## src/rtl/key_entry_pkg.sv

```systemverilog
// Shared types and constants for the key entry sequencer: FSM states,
// key-mask bit positions and the legal range of the DIGITS parameter.
package key_entry_pkg;

  typedef enum logic [1:0] {
    ST_IDLE    = 2'd0,
    ST_ENTRY   = 2'd1,
    ST_COMMIT  = 2'd2,
    ST_RELEASE = 2'd3
  } state_e;

  // Bits 22..23 of the decoder mask carry no meaning here and are never tracked.
  localparam int NUM_KEYS = 22;

  localparam logic [4:0] KEY_L0    = 5'd0;
  localparam logic [4:0] KEY_R0    = 5'd10;
  localparam logic [4:0] KEY_ENTER = 5'd20;
  localparam logic [4:0] KEY_SPACE = 5'd21;

  localparam int DIGITS_MIN = 1;
  localparam int DIGITS_MAX = 6;

endpackage

```

## src/rtl/key_press_encoder.sv

```systemverilog
// Turns the decoder's key mask into a single press event per key_valid:
// rising edges only, lowest index wins, plus an all-keys-released flag.
module key_press_encoder
  import key_entry_pkg::*;
(
  input  logic                clk,
  input  logic                rst_n,
  input  logic                key_valid,
  input  logic [NUM_KEYS-1:0] key_down,
  output logic                press_valid,
  output logic [4:0]          press_idx,
  output logic                all_released
);

  logic [NUM_KEYS-1:0] key_prev_q;
  logic [NUM_KEYS-1:0] key_prev_d;
  logic [NUM_KEYS-1:0] press;

  always_comb begin
    key_prev_d = key_valid ? key_down : key_prev_q;
    press      = key_down & ~key_prev_q;
    press_idx  = '0;
    // Scan downwards so the last hit is the lowest set bit.
    for (int i = NUM_KEYS - 1; i >= 0; i--) begin
      if (press[i]) press_idx = 5'(i);
    end
  end

  assign press_valid  = key_valid & (|press);
  assign all_released = (key_prev_q == '0);

  always_ff @(posedge clk or negedge rst_n) begin
    if (!rst_n) key_prev_q <= '0;
    else        key_prev_q <= key_prev_d;
  end

endmodule

```

## src/rtl/key_entry_ctrl.sv

```systemverilog
// Two-player BCD entry sequencer: top-row digits feed buffer A, keypad digits
// feed buffer B, Enter hands both to game logic, Space clears.
module key_entry_ctrl
  import key_entry_pkg::*;
#(
  parameter int DIGITS = 4
) (
  input  logic                  clk,
  input  logic                  rst_n,
  input  logic                  key_valid,
  input  logic [23:0]           key_down,
  output logic [4*DIGITS-1:0]   entry_a,
  output logic [4*DIGITS-1:0]   entry_b,
  output logic [2:0]            count_a,
  output logic [2:0]            count_b,
  output logic                  commit_valid,
  output logic [4*DIGITS-1:0]   commit_a,
  output logic [4*DIGITS-1:0]   commit_b,
  input  logic                  commit_ready,
  output logic                  overflow,
  output logic                  locked,
  output logic [1:0]            state_dbg
);

  localparam int         W        = 4 * DIGITS;
  localparam logic [2:0] DIGITS_C = 3'(DIGITS);

  if (DIGITS < DIGITS_MIN || DIGITS > DIGITS_MAX) begin : g_bad_digits
    $error("key_entry_ctrl: DIGITS out of range");
  end

  // Handshake: the committed pair transfers in any cycle where commit_valid
  // and commit_ready are both high; commit_a/commit_b hold until then.

  logic         press_valid, all_released;
  logic [4:0]   press_idx;
  logic         unused_keys;

  state_e       state_q, state_d;
  logic [W-1:0] entry_a_q, entry_a_d, entry_b_q, entry_b_d;
  logic [W-1:0] commit_a_q, commit_a_d, commit_b_q, commit_b_d;
  logic [W-1:0] shift_a, shift_b;
  logic [2:0]   count_a_q, count_a_d, count_b_q, count_b_d;
  logic         commit_valid_q, commit_valid_d;
  logic         overflow_q, overflow_d, locked_q, locked_d;
  logic         is_dig_a, is_dig_b, is_enter, is_space;
  logic         room_a, room_b, any_digits, taking_keys;
  logic [3:0]   digit_b;

  assign unused_keys = ^key_down[23:22];

  key_press_encoder u_enc (
    .clk          (clk),
    .rst_n        (rst_n),
    .key_valid    (key_valid),
    .key_down     (key_down[NUM_KEYS-1:0]),
    .press_valid  (press_valid),
    .press_idx    (press_idx),
    .all_released (all_released)
  );

  assign is_dig_a    = press_valid && (press_idx < KEY_R0);
  assign is_dig_b    = press_valid && (press_idx >= KEY_R0) && (press_idx < KEY_ENTER);
  assign is_enter    = press_valid && (press_idx == KEY_ENTER);
  assign is_space    = press_valid && (press_idx == KEY_SPACE);
  assign room_a      = count_a_q < DIGITS_C;
  assign room_b      = count_b_q < DIGITS_C;
  assign any_digits  = (count_a_q != 3'd0) || (count_b_q != 3'd0);
  assign taking_keys = (state_q == ST_IDLE) || (state_q == ST_ENTRY);
  assign digit_b     = 4'(press_idx - KEY_R0);

  // New digit enters at the least-significant nibble; the oldest falls off the top.
  if (DIGITS > 1) begin : g_shift
    assign shift_a = {entry_a_q[W-5:0], press_idx[3:0]};
    assign shift_b = {entry_b_q[W-5:0], digit_b};
  end else begin : g_single
    assign shift_a = press_idx[3:0];
    assign shift_b = digit_b;
  end

  always_comb begin
    state_d = state_q;
    case (state_q)
      ST_IDLE, ST_ENTRY: begin
        if (is_space)                                          state_d = ST_IDLE;
        else if (is_enter && any_digits)                       state_d = ST_COMMIT;
        else if ((is_dig_a && room_a) || (is_dig_b && room_b)) state_d = ST_ENTRY;
      end
      ST_COMMIT:  if (commit_ready) state_d = ST_RELEASE;
      ST_RELEASE: if (all_released) state_d = ST_IDLE;
      default:    state_d = ST_IDLE;
    endcase
  end

  always_comb begin
    entry_a_d      = entry_a_q;
    entry_b_d      = entry_b_q;
    count_a_d      = count_a_q;
    count_b_d      = count_b_q;
    commit_a_d     = commit_a_q;
    commit_b_d     = commit_b_q;
    commit_valid_d = commit_valid_q;
    overflow_d     = 1'b0;
    if (taking_keys) begin
      if (is_dig_a) begin
        if (room_a) begin
          entry_a_d = shift_a;
          count_a_d = count_a_q + 3'd1;
        end else begin
          overflow_d = 1'b1;
        end
      end
      if (is_dig_b) begin
        if (room_b) begin
          entry_b_d = shift_b;
          count_b_d = count_b_q + 3'd1;
        end else begin
          overflow_d = 1'b1;
        end
      end
      if (is_enter && any_digits) begin
        commit_a_d     = entry_a_q;
        commit_b_d     = entry_b_q;
        commit_valid_d = 1'b1;
      end
      if (is_space) begin
        entry_a_d = '0;
        entry_b_d = '0;
        count_a_d = '0;
        count_b_d = '0;
      end
    end else if (state_q == ST_COMMIT && commit_ready) begin
      commit_valid_d = 1'b0;
      entry_a_d      = '0;
      entry_b_d      = '0;
      count_a_d      = '0;
      count_b_d      = '0;
    end
    locked_d = (state_d == ST_COMMIT) || (state_d == ST_RELEASE);
  end

  always_ff @(posedge clk or negedge rst_n) begin
    if (!rst_n) begin
      state_q        <= ST_IDLE;
      entry_a_q      <= '0;
      entry_b_q      <= '0;
      count_a_q      <= '0;
      count_b_q      <= '0;
      commit_a_q     <= '0;
      commit_b_q     <= '0;
      commit_valid_q <= 1'b0;
      overflow_q     <= 1'b0;
      locked_q       <= 1'b0;
    end else begin
      state_q        <= state_d;
      entry_a_q      <= entry_a_d;
      entry_b_q      <= entry_b_d;
      count_a_q      <= count_a_d;
      count_b_q      <= count_b_d;
      commit_a_q     <= commit_a_d;
      commit_b_q     <= commit_b_d;
      commit_valid_q <= commit_valid_d;
      overflow_q     <= overflow_d;
      locked_q       <= locked_d;
    end
  end

  assign entry_a      = entry_a_q;
  assign entry_b      = entry_b_q;
  assign count_a      = count_a_q;
  assign count_b      = count_b_q;
  assign commit_a     = commit_a_q;
  assign commit_b     = commit_b_q;
  assign commit_valid = commit_valid_q;
  assign overflow     = overflow_q;
  assign locked       = locked_q;
  assign state_dbg    = state_q;

endmodule

```

## config.mk

```make
export PLATFORM = sky130hd
export DESIGN_NAME = key_entry_ctrl
export DESIGN_NICKNAME = d
export VERILOG_FILES = /design/src/rtl/key_entry_pkg.sv /design/src/rtl/key_press_encoder.sv /design/src/rtl/key_entry_ctrl.sv
export SDC_FILE = /design/constraint.sdc
export NUM_CORES = 1
export LEC_CHECK = 0
export CORE_MARGIN = 10
export CORE_UTILIZATION = 55
export CTS_BUF_LIST = sky130_fd_sc_hd__clkbuf_4 sky130_fd_sc_hd__clkbuf_8
export DETAILED_ROUTE_END_ITERATION = 10
export DONT_BUFFER_PORTS = 1
export HOLD_SLACK_MARGIN = 0.03
export PLACE_DENSITY = 0.7
export SLEW_MARGIN = 30
export SYNTH_ARGS = -nofsm -noshare
export SYNTH_HDL_FRONTEND = slang
export SYNTH_SLANG_ARGS = --single-unit
```

## constraint.sdc

```tcl
create_clock -name clk -period 6 [get_ports clk]
set_input_delay 1.5 -clock clk [delete_from_list [all_inputs] [get_ports clk]]
set_output_delay 1.5 -clock clk [all_outputs]
set_load 0.05 [all_outputs]
```

### Yosys cells after proc, flatten, opt, wreduce, memory -nomap -nowiden

Cells that the tools add are included.

| word-level totals | value |
|---|---|
| register bits | 97 |
| input bits | 28 |
| output and inout port bits | 75 |
| word-level logic and storage cells | 112 |

| cells by class | value |
|---|---|
| add/subtract/negate cells | 3 |
| magnitude comparators | 5 |
| eq/ne operators | 12 |
| multiplexer cells | 54 |
| bitwise operators | 3 |
| reduce and logical (&&, ||, !) cells | 24 |

Operator list:

| kind | number |
|---|---|
| $mux 16 | 9 |
| $mux 5 | 22 |
| $mux 3 | 9 |
| $and 22x22->22 | 1 |
| $logic_not 22->1 | 1 |
| $not 22->22 | 1 |
| $reduce_or 22->1 | 1 |
| $ne 3x3->1 const B | 4 |
| $eq 5x5->1 const B | 2 |
| $mux 2 | 5 |
| $logic_and 1x1->1 | 9 |
| $eq 2x2->1 const B | 4 |
| $mux 1 | 8 |
| $add 3x1->3 const B | 2 |
| $lt 3x3->1 const B | 2 |
| $pmux 2 s3 | 1 |
| $reduce_and 3->1 | 2 |
| $reduce_bool 3->1 | 2 |
| $ge 5x4->1 const B | 1 |
| $lt 5x4->1 const B | 1 |
| $lt 5x5->1 const B | 1 |
| $logic_or 1x1->1 | 4 |
| $reduce_and 2->1 | 2 |
| $sub 4x4->4 const B | 1 |
| 6 further kinds | 6 |

### Logic depth before layout (Yosys ltp)

Gate-level depths: netlist of run 1.

| depth | value |
|---|---|
| depth in word-level cells | 35 |
| depth in mapped cells | 15 |
| depth with buffers taken out | 14 |

### Cells and area by module

A second synthesis of run 1 with hierarchy kept.

| unflattened totals | value |
|---|---|
| cell total of the unflattened synthesis | 394 |
| area, all modules | 4,677.0 sq um |

By module, submodules not included:

| module | instances | cells an instance | area each (sq um) |
|---|---|---|---|
| key_entry_ctrl | 1 | 268 | 3,405.8 |
| key_press_encoder | 1 | 126 | 1,271.2 |

### Least setup slack after synthesis of run 1

OpenSTA, ideal clock, no wires.

| timing path | value |
|---|---|
| path kind | input to register |
| start point | in key_down[10] |
| end point | reg entry_a_q[10] (netlist: entry_a[10]) |
| arrival | 4.308 ns |
| slack | 1.625 ns |
| cell stages on the path | 15 |
| cells stage by stage | and2b_1 > or4b_1 > a31oi_1 > o31ai_1 > a211oi_2 > nor3_1 > inv_1 > ha_1 > o21ai_1 > a21boi_0 > nor2b_1 > nand2_1 > nor2_4 > buf_6 > a22o_1 |

| on the way | value |
|---|---|
| cells in the longest elaborated chain, start to end | 16 |
| elaborated cells on any way between the ends | 23 |
| classes of those cells | 1 x order compare; 3 x eq/ne; 13 x mux; 2 x bitwise; 4 x reduce/logical |

RTL lines:

| what | line | source |
|---|---|---|
| start: declaration | key_entry_ctrl.sv:11 | `input logic [23:0] key_down,` |
| $and 22x22->22 (*) | key_press_encoder.sv:21 | `press = key_down & ~key_prev_q;` |
| $mux 5 (11 in a row) | key_press_encoder.sv:25 | `if (press[i]) press_idx = 5'(i);` |
| $lt 5x4->1 or $eq 5x5->1 (tied branches) | key_entry_ctrl.sv:62, key_entry_ctrl.sv:65 |  |
| $logic_and 1x1->1 (on tied branches) | key_entry_ctrl.sv:62, key_entry_ctrl.sv:65 |  |
| $ne 3x3->1 (no source line) or $mux 16 (tied branches) | n/a |  |
| $reduce_and 3->1 (no source line) or $mux 16 (tied branches) | n/a |  |
| end signal: assignment | key_entry_ctrl.sv:156 | `entry_a_q <= entry_a_d;` |
| end: declaration | key_entry_ctrl.sv:40 | `logic [W-1:0] entry_a_q, entry_a_d, entry_b_q, entry_b_d;` |

Mark *: on every way between the ends. The rest lies on a longest branch, timed or not.
A chain may end at the register's enable or synchronous reset.

### Final worst setup path of run 1

| timing path | value |
|---|---|
| start point | in key_down[10] |
| end point | reg count_a_q[0] (netlist: count_a[0]) |

| on the way | value |
|---|---|
| cells in the longest elaborated chain, start to end | 16 |
| elaborated cells on any way between the ends | 23 |
| classes of those cells | 1 x order compare; 3 x eq/ne; 13 x mux; 2 x bitwise; 4 x reduce/logical |

RTL lines:

| what | line | source |
|---|---|---|
| $and 22x22->22 (*) | key_press_encoder.sv:21 |  |
| $mux 5 (11 in a row) | key_press_encoder.sv:25 |  |
| $lt 5x4->1 or $eq 5x5->1 (tied branches) | key_entry_ctrl.sv:62, key_entry_ctrl.sv:65 |  |
| $logic_and 1x1->1 (on tied branches) | key_entry_ctrl.sv:62, key_entry_ctrl.sv:65 |  |
| $ne 3x3->1 (no source line) or $mux 3 (tied branches) | n/a |  |
| $reduce_and 3->1 (no source line) or $mux 3 (tied branches) | n/a |  |
| end signal: assignment | key_entry_ctrl.sv:158 | `count_a_q <= count_a_d;` |
| end: declaration | key_entry_ctrl.sv:43 | `logic [2:0] count_a_q, count_a_d, count_b_q, count_b_d;` |

Marks and branches as above.

==> out/results.ini, run 1 <==
[setup_path]
critPathArrivalTime_ps=4920
path_class=input port to register
worstSetupStartpointType=input port
path_max_fanout=17
r2r_setup_slack_ps=2120
end_kind=register
required_ps=6290

[logic_synthesis]
syn_inst=336
synth_area_leaders=dfrtp_1 54%, mux2_4 9.7%, a22o_1 6.5%
synth_area_um2=4480
synthAdderAreaFrac_pct=1.68
ys.flop_type=dfrtp_1
avgSynthCellArea_um2=13.3
synth.distinct_cells=55
synth_top_family_by_area=multiplexers
synthXorXnorAreaFrac_pct=0.195
synthMuxAreaShare_pct=16.5
synth-compound-area-share_pct=12.5
synth_warnings=0
yosysTopAreaCellShare_pct=53.6
synth.yosys.seq_area_share_pct=53.6
synth-seq-cells=96
syn-num-nets=370
synth_simple_gate_area_share_pct=12.0
synth_edf_count=0
yosysTopAreaCell=dfrtp_1
async_flop_share_pct=100

[routing]
viasPerCell=6.06
num_vias=2668
wirelength_mm=9.54
drt_pass1_iterations=4
drc=0
ant_nets=0
wl_per_cell_um=21.7
drt-initial-drc-count=165

[timing]
max_clock_freq_mhz=216
whs_ps=534
finalSetupTns_ps=0
min_period_over_period_pct=77.1
finalHoldViolCount=0
slew_viol_final=0
rsz0062_at_grt=false
period_needed_ps=4630
fin_skew_ps=12.3
tightest_slew_ps=705
maxSlewHeadroom_pct=52.8
setup_viol=0

[clock_tree]
path_clk_slew_ps=90
htreeDepth=3
cts.repair.resized=0
cts_root_buf=clkbuf_8
insertion_delay_ps=350
cts_buffers=9
clock-sinks=96
clockBufferDepth=2
postCtsSetupBuffers=0
tritoncts=built
hold_buffers=0

[pwr]
power.density_nw_per_um2=255
total_power_uw=1200
p_leak_uw=0.00220
vdd.ir_drop.worst_uv=118

[grt]
grt_overflow_total=0
grt_max_degree=97
grt_pass1_vias=2681
antenna_found_initial=0
track_usage_pct=15.6
grt_pass1_wl_mm=15.0

[floorplanning]
fp.dieW_um=110
initial_core_util_pct=57.4
io_pins=103
die_h_um=110
core_um2=7810
num_rows=32
dieArea_um2=12200

[final_layout]
multi_input_area_um2=1920
layout_common_cells=96 x dfrtp_1, 33 x a22o_1, 29 x mux2_4
antennaDiodeCount=0
seq_area_um2=2400
final_cells=440
layout-drive-gt1-share_pct=24.6
nets=369
fill_cells=626
syn2layout_area_growth_pct=4.64
final_common_cell=dfrtp_1

[flow_run]
cap_viol_max_count=0

[outcome]
status=completed

[placement]
gp_congestion=0.794
dpl.hpwl_mm=6.84
dp.cells=426
port_buffers=0

[worst_hold_path]
hold_class=register to register

stage by stage:
| step | instance area (um2) | worst slack (ps) | util, % |
|---|---|---|---|
| 4_1_cts | 4690 | 1380 | 60.0 |
| 5_1_grt | 4690 | 1120 | 60.0 |
| 2_1_floorplan | 4480 | 1620 | - |
| 3_5_place_dp | 4500 | 1040 | 57.6 |
| 3_3_place_gp | 4500 | 1050 | 57.6 |
| 6_report | 4690 | 1370 | 60.0 |
routing by layer:
metal / global-route usage (%) / vias to the layer above / routed length (um)
met5: 0 / - / 0
li1: - / 1231 / -
met2: 22.5 / 84 / 4190
met1: 21.2 / 1339 / 4220
met4: 4.86 / 0 / 138
met3: 6.33 / 14 / 992
cell type report:
class | count | area share [%]
clock inverter | 4 | 1.20
tap | 102 | 2.72
multi-input combinational | 217 | 41.0
clock buffer | 10 | 2.80
inverter | 9 | 0.721
timing repair buffer | 2 | 0.320
sequential | 96 | 51.2
sequential cells by signal (all words and copies together), names as in the netlist:
signal / count
count_b: 3
overflow: 1
state_dbg: 1
count_a: 3
entry_b: 16
commit_b: 16
entry_a: 16
commit_valid: 1
locked: 1
u_enc.key_prev_q: 22
commit_a: 16
final timing paths:
check,startpoint,to,depth (start not counted)
max,key_down[10],count_a[0]$_DFFE_PN0P_,14
min,u_enc.key_prev_q[18]$_DFFE_PN0P_,u_enc.key_prev_q[18]$_DFFE_PN0P_,1
max reg2reg,u_enc.key_prev_q[10]$_DFFE_PN0P_,count_a[0]$_DFFE_PN0P_,14
min reg2reg,u_enc.key_prev_q[18]$_DFFE_PN0P_,u_enc.key_prev_q[18]$_DFFE_PN0P_,1
max in group asynchronous,rst_n,u_enc.key_prev_q[1]$_DFFE_PN0P_,0
min in group asynchronous,rst_n,commit_a[14]$_DFFE_PN0P_,0
report_power, final:
group / switching (uW) / internal [uW]
logic: 47.3 / 46.1
clock network: 221 / 196
registers: 22.3 / 663
kinds of logic after synthesis:
family / after synthesis
xor gates and xnor gates: 1
and+or+nand+nor: 83
adders and majority gates: 6
AOI/OAI and AO/OA: 71
buffers and inverters: 23
DFF: 96
muxes: 56
cells in the mapped netlist, drive strengths merged, types with 2 or more instances:
| master | number |
|---|---|
| dfrtp | 96 |
| a21oi | 9 |
| nor2 | 8 |
| nand2 | 11 |
| nor4 | 7 |
| a31oi | 3 |
| nor3 | 5 |
| and2 | 2 |
| o21bai | 3 |
| or4 | 2 |
| nand4 | 4 |
| inv | 9 |
| a211oi | 2 |
| o31ai | 3 |
| buf | 13 |
| nand2b | 15 |
| o211ai | 3 |
| o21ai | 10 |
| mux2 | 55 |
| ha | 6 |
| and4 | 2 |
| nor2b | 17 |
| a22o | 33 |
| or4b | 2 |
worst max-delay path, cell delays in order:
cell      delay, ps
and2b_1         180
or4b_1          510
a31oi_1         190
o31ai_1         120
a211oi_2        330
nor3_1          140
inv_1           130
ha_1            210
o21ai_1         100
a21boi_0        400
nor2b_1         380
nand2_1         150
nor2_4          340
mux2_2          220
Note: power is estimated with default switching activity, not from simulation.
==> run 2: changes to the inputs <==
Settings changed: ABC_AREA set to 1.
Clock period 6 ns to 4.6 ns, I/O delays scaled along.
==> run 2 against run 1 <==
Via count increased by 21%. Clock-buffer cell count decreased by 1. Critical path depth increased by 5. Final area increased by 4.3%. Combinational power increased to 6.8 times the previous value. Clock skew about the same. Highest routed layer unchanged. Sequential cell count unchanged. Total power increased by 120%.
==> out/results.ini, run 2 <==
[routing]
wl_per_cell_um=16.3  ; -25%
drt-initial-drc-count=159  ; -3.6%
ant_nets=0  ; unchanged
drc=0  ; unchanged
drt_pass1_iterations=7  ; +3
viasPerCell=5.22  ; -14%
wirelength_mm=10.1  ; +5.9%
num_vias=3226  ; +21%

[logic_synthesis]
ys.flop_type=dfrtp_1
async_flop_share_pct=100  ; unchanged
synth-seq-cells=96  ; unchanged
synth_edf_count=0  ; unchanged
yosysTopAreaCellShare_pct=51.6  ; -2.0 points
syn_inst=512  ; +52%
synth.top_cells.by_count=129 x nand2_1, 96 x dfrtp_1, 71 x inv_1
synth.yosys.seq_area_share_pct=51.6  ; -2.0 points
synth_area_um2=4660  ; +3.9%
synth_warnings=0  ; unchanged
avgSynthCellArea_um2=9.09  ; -32%
yosysMostFrequentCell=nand2_1
yosysTopAreaCell=dfrtp_1
synth.distinct_cells=38  ; -31%
syn-num-nets=546  ; +48%
synth_area_leaders=dfrtp_1 52%, nand2_1 10%, o21ai_0 6.2%

[final_layout]
antennaDiodeCount=0  ; unchanged
nets=542  ; +47%
final_core_util_pct=59.5  ; -0.55 points
syn2layout_area_growth_pct=5.00
layout_common_cells=129 x nand2_1, 95 x dfrtp_1, 71 x inv_1
final_common_cell=nand2_1
seq_area_um2=2400  ; about the same
multi_input_area_um2=1860  ; -3.4%
fill_cells=738  ; +18%
layout-drive-gt1-share_pct=17.9  ; -6.6 points
regMostFlops=u_enc.key_prev_q
largest_reg_flops=22  ; unchanged

[timing]
finalSetupTns_ps=0  ; unchanged
maxSlewHeadroom_pct=57.9  ; +5.0 points
period_needed_ps=3230
max_clock_freq_mhz=310
slew_viol_final=0  ; unchanged
finalHoldViolCount=0  ; unchanged
tightest_slew_ps=632  ; -73.1 ps
fin_skew_ps=12.5  ; +0.205 ps
min_period_over_period_pct=70.1
rsz0062_at_grt=false
setup_viol=0  ; unchanged

[clock_tree]
hold_buffers=0  ; unchanged
insertion_delay_ps=360  ; about the same
cts_root_buf=clkbuf_8
tritoncts=built
path_clk_slew_ps=110  ; +20 ps
cts.repair.resized=0  ; unchanged
postCtsSetupBuffers=0  ; unchanged
cts_buffers=9  ; unchanged
clock-sinks=96  ; unchanged
htreeDepth=3  ; unchanged
clockBufferDepth=2  ; unchanged

[setup_path]
end_kind=register
slowest_delay_ps=220  ; -290 ps
path_class=input port to register
cp_slowest_cell=nor2_8
r2r-end=entry_a[3]$_DFFE_PN0P_
path_max_fanout=22  ; +5
crit_top_cell=nand2_1
reg2reg_depth=19  ; +5
critPathArrivalTime_ps=3520  ; -1400 ps
required_ps=4890  ; -1400 ps
worstSetupStartpointType=input port
cp_cell_sequence=nand2_1 -> nand2_1 -> a31oi_1 -> o21bai_1 -> a31oi_1 -> nor2_1 -> o211ai_1 -> buf_4 -> ha_1 -> or2_1 -> nand2_1 -> inv_1 -> nand2_1 -> nand3_2 -> nand2_4 -> nor2_8 -> buf_12 -> nand3_1 -> o21ai_1
r2r_setup_slack_ps=1750  ; -370 ps
reg2reg_from=u_enc.key_prev_q[17]$_DFFE_PN0P_

[grt]
top_usage_layer=met2
grt_max_degree=97  ; unchanged
track_usage_pct=16.2  ; +0.55 points
grt_overflow_total=0  ; unchanged
met1_usage_pct=19.3  ; -1.8 points
use_met3_pct=7.03  ; +0.71 points
met2_usage_pct=25.6  ; +3.2 points
grt_pass1_vias=3297  ; +23%
antenna_found_initial=0  ; unchanged
grt_pass1_wl_mm=17.0  ; +14%

[pwr]
comb_power_share_pct=23.9  ; +16 points
vdd.ir_drop.worst_uv=300  ; +150%
swShare_pct=48.0  ; +24 points
p_int_uw=1380  ; +53%
power_frac_clock_pct=20.0  ; -15 points
power.net_switching_uw=1280  ; +340%
seq_power_share_pct=56.1  ; -1.2 points
p_leak_uw=0.00235  ; +7.0%
power.density_nw_per_um2=545  ; +110%

[flow_run]
cap_viol_max_count=0  ; unchanged

[floorplanning]
fp.dieW_um=112  ; +1.6%
die_h_um=112  ; +1.6%
num_rows=33  ; +3.1%
core_um2=8220  ; +5.2%
initial_core_util_pct=56.7  ; -0.73 points
io_pins=103  ; unchanged
dieArea_um2=12500  ; +3.2%

[worst_hold_path]
hold_class=input port to asynchronous set/reset pin

[outcome]
status=completed

[placement]
dpl.hpwl_mm=7.45  ; +8.9%
gp_congestion=0.802  ; +0.93%
port_buffers=0  ; unchanged

## run 2: through the flow
stage	hold slack, ps	cell area [um2]	instances	power, uW	worst slack, ps
3_5_place_dp	532	4700	602	2160	1000
3_3_place_gp	519	4700	602	2130	1030
2_1_floorplan	492	4660	512	2030	1370
5_1_grt	434	4890	618	2830	1110
4_1_cts	459	4890	618	2690	1380
6_report	469	4890	618	2660	1370
## run 2: final cells by class
type                            count  area share (%)
Sequential cell                    96            49.2
Multi-Input combinational cell    325            38.0
Inverter                           73            5.61
Tap cell                          105            2.69
Clock buffer                        9            2.53
Clock inverter                      7            1.31
Timing Repair Buffer                3           0.717
## run 2: power by group through the flow
stage / logic [uW] / clock network [uW] / registers [uW]
6_report: 637 / 533 / 1490
3_5_place_dp: 640 / 0 / 1520
2_1_floorplan: 592 / 0 / 1440
5_1_grt: 727 / 586 / 1520
4_1_cts: 648 / 545 / 1500
3_3_place_gp: 622 / 0 / 1510
## run 2: worst max-delay path by stage
| stage | startpoint | end | slack [ps] | depth (start not counted) |
|---|---|---|---|---|
| detailed placement | key_down[18] | entry_a[3]$_DFFE_PN0P_ | 1000 | 19 |
| global route | key_down[18] | entry_a[3]$_DFFE_PN0P_ | 1110 | 19 |
| floorplan | key_down[18] | count_a[0]$_DFFE_PN0P_ | 1370 | 17 |
| global placement | key_down[18] | entry_a[3]$_DFFE_PN0P_ | 1030 | 19 |
| CTS | key_down[18] | commit_a[6]$_DFFE_PN0P_ | 1380 | 15 |
| finish | key_down[18] | entry_a[3]$_DFFE_PN0P_ | 1370 | 19 |
## run 2: worst max-delay path: cells and delay by family
family                     cells  cell delay [ps]
adders and majority gates      1              160
AOI/OAI and AO/OA              5              660
and+or+nand+nor               10             1040
buffers and inverters          3              500
## run 2: cells by family after synthesis
kind of cell | Yosys count | share of synthesized area, %
AND/OR/NAND/NOR | 217 | 24.5
AO/OA/AOI/OAI | 97 | 12.6
buffers and inverters | 91 | 8.52
flip-flops | 96 | 51.6
multiplexers | 4 | 0.967
XOR/XNOR | 1 | 0.188
adder cells (fa/ha/maj) | 6 | 1.61
## run 2: per-layer routing
layer  part of all wire (%)  vias to the layer above
li1                       -                     1616
met1                     42                     1512
met2                     47                       90
met3                     10                        8
met4                    1.2                        0
met5                      0                        -
==> run 3: changes to the inputs <==
Settings changed: ABC_AREA 1 to 0, PLACE_DENSITY 0.7 to 0.73.
Clock period 4.6 ns to 2.9 ns, I/O delays scaled along.
==> run 3 against run 2 <==
The flow now finishes with violations (negative setup slack). Final area grew 13%. Final cell count fell by 16%. Total power is 0.77% lower. Clock power rose by 61%. Sequential power fell by 5%. Critical path depth decreased by 6. Clock skew is essentially flat. Combinational power decreased by 41%. Sequential share of layout area fell by 5.8 points. Core utilization is 12 points higher. Clock-buffer cell count is 1 higher. Worst hold slack got worse by 300 ps. Highest routed layer unchanged.
==> out/results.ini, run 3 (synthesis results as in run 1) <==
[setup_path]
reg2reg_from=u_enc.key_prev_q[10]$_DFFE_PN0P_
required_ps=3150  ; -1740 ps
critPathArrivalTime_ps=3360  ; -160 ps
end_kind=register
cp_slowest_cell=or4b_4
path_class=register to register
cp_cell_sequence=and2b_1 -> or4b_4 -> a31oi_4 -> o31ai_2 -> a211oi_2 -> nor3_2 -> inv_1 -> buf_4 -> ha_1 -> nor4b_4 -> nand2b_4 -> clkbuf_16 -> mux2_4
r2r-end=commit_a[15]$_DFFE_PN0P_
path_max_fanout=7  ; -68%
reg2reg_depth=13  ; -6
r2r_setup_slack_ps=-210  ; -1960 ps
worstSetupStartpointType=register
slowest_delay_ps=540  ; +320 ps

[floorplanning]
io_pins=103  ; unchanged
initial_core_util_pct=57.4  ; +0.73 points
num_rows=32  ; -3.0%
core_um2=7810  ; -5.0%
die_h_um=110  ; -1.6%
fp.dieW_um=110  ; -1.6%
dieArea_um2=12200  ; -3.1%

[placement]
port_buffers=0  ; unchanged
dp.cells=476  ; -21%
dpl.hpwl_mm=7.40  ; -0.74%
pre_cts_ws_ps=-553  ; -1560 ps
gp_congestion=0.825  ; +2.9%

[final_layout]
syn2layout_area_growth_pct=23.8
final_cells=517  ; -16%
largest_reg_flops=22  ; unchanged
antennaDiodeCount=0  ; unchanged
fill_cells=536  ; -27%
layout-drive-gt1-share_pct=41.2  ; +23 points
regMostFlops=u_enc.key_prev_q
nets=444  ; -18%
layout_common_cells=96 x dfrtp_1, 54 x buf_4, 33 x a22o_1
final_common_cell=dfrtp_1

[clock_tree]
clock-sinks=96  ; unchanged
clockBufferDepth=2  ; unchanged
path_clk_slew_ps=100  ; about the same
htreeDepth=3  ; unchanged
cts_buffers=9  ; unchanged
tritoncts=built
insertion_delay_ps=360  ; about the same
cts_root_buf=clkbuf_8

[routing]
num_vias=3057  ; -5.2%
drt-initial-drc-count=167  ; +5.0%
wirelength_mm=11.5  ; +13%
ant_nets=0  ; unchanged
viasPerCell=5.91  ; +13%
wl_per_cell_um=22.2  ; +36%
drt_pass1_iterations=4  ; -3
drc=0  ; unchanged

[worst_hold_path]
hold_class=input port to asynchronous set/reset pin

[outcome]
violations=negative setup slack
status=finished, violations left

[grt]
grt_pass1_vias=3042  ; -7.7%
grt_overflow_total=0  ; unchanged
grt_max_degree=55  ; -43%
antenna_found_initial=0  ; unchanged
grt_pass1_wl_mm=16.6  ; -2.7%
track_usage_pct=17.6  ; +1.4 points

[timing]
fin_skew_ps=12.5  ; +0.0102 ps
period_needed_ps=3110
finalHoldViolCount=0  ; unchanged
maxSlewHeadroom_pct=36.7  ; -21 points
setup_viol=71  ; +71
tightest_slew_ps=947  ; +315 ps
min_period_over_period_pct=107
max_clock_freq_mhz=321
slew_viol_final=0  ; unchanged
setup_ws_ps=-213  ; -1590 ps
rsz0062_at_grt=true

[flow_run]
cap_viol_max_count=0  ; unchanged

[pwr]
power.density_nw_per_um2=476  ; -13%
p_leak_uw=0.00267  ; +14%
vdd.ir_drop.worst_uv=288  ; -3.8%

==> run 3: final cells by class <==
class / count / area [um2] / share of cell area [%]
Inverter: 9 / 33.8 / 0.609
Clock inverter: 6 / 56.3 / 1.02
Sequential cell: 96 / 2400 / 43.3
Timing Repair Buffer: 77 / 764 / 13.8
Clock buffer: 10 / 138 / 2.48
Multi-Input combinational cell: 217 / 2020 / 36.5
Tap cell: 102 / 128 / 2.30
==> run 3: power by group <==
part           switching [uW]  total, uW  internal [uW]
Clock                     501        857            355
Sequential               35.6       1410           1370
Combinational             178        378            200
==> run 3: routing by layer <==
metal	vias up	track usage, %	wire [um]
met5	-	0	0
met4	0	8.35	204
met3	16	6.38	1140
met2	96	27.7	5720
met1	1557	20.9	4390
li1	1388	-	-
==> run 3: critical path: cells and delay by family (launching register included) <==
| family | cells | cell delay [ps] |
|---|---|---|
| buffers and inverters | 3 | 420 |
| DFF | 1 | 350 |
| AOI/OAI and AO/OA | 3 | 550 |
| muxes | 1 | 300 |
| adders and majority gates | 1 | 140 |
| and+or+nand+nor | 5 | 1250 |
==> run 3: repair_timing <==
item / in CTS / in global routing
resized for setup: 11 / 7
endpoints found under the hold margin: 37 / 21
pin swaps: 8 / 6
setup buffers: 12 / 4
cloned: 1 / 3
hold buffers: 2 / 4
endpoints found under the setup margin: 70 / 74
==> run 3: through the flow <==
| step | util, % | TNS [ps] | hold WS [ps] | total power (uW) | instance area (um2) |
|---|---|---|---|---|---|
| floorplan | - | -24850 | 429 | 1610 | 4550 |
| global placement | 63.7 | -30270 | 432 | 1730 | 4970 |
| detailed placement | 63.7 | -31990 | 432 | 1740 | 4970 |
| CTS | 68.4 | -6670 | 31.4 | 2630 | 5340 |
| global route | 71.0 | -25040 | 157 | 2760 | 5550 |
| finish | 71.0 | -11720 | 174 | 2640 | 5550 |
==> run 3: worst max path at each step <==
stage | startpoint | to | slack, ps | cells past startpoint
3_3_place_gp | key_down[10] | count_b[0]$_DFFE_PN0P_ | -540 | 14
6_report | u_enc.key_prev_q[10]$_DFFE_PN0P_ | commit_a[15]$_DFFE_PN0P_ | -210 | 13
4_1_cts | u_enc.key_prev_q[10]$_DFFE_PN0P_ | count_b[0]$_DFFE_PN0P_ | -160 | 15
2_1_floorplan | key_down[10] | entry_a[10]$_DFFE_PN0P_ | -430 | 15
5_1_grt | u_enc.key_prev_q[10]$_DFFE_PN0P_ | count_b[0]$_DFFE_PN0P_ | -390 | 15
3_5_place_dp | key_down[10] | count_b[0]$_DFFE_PN0P_ | -550 | 14
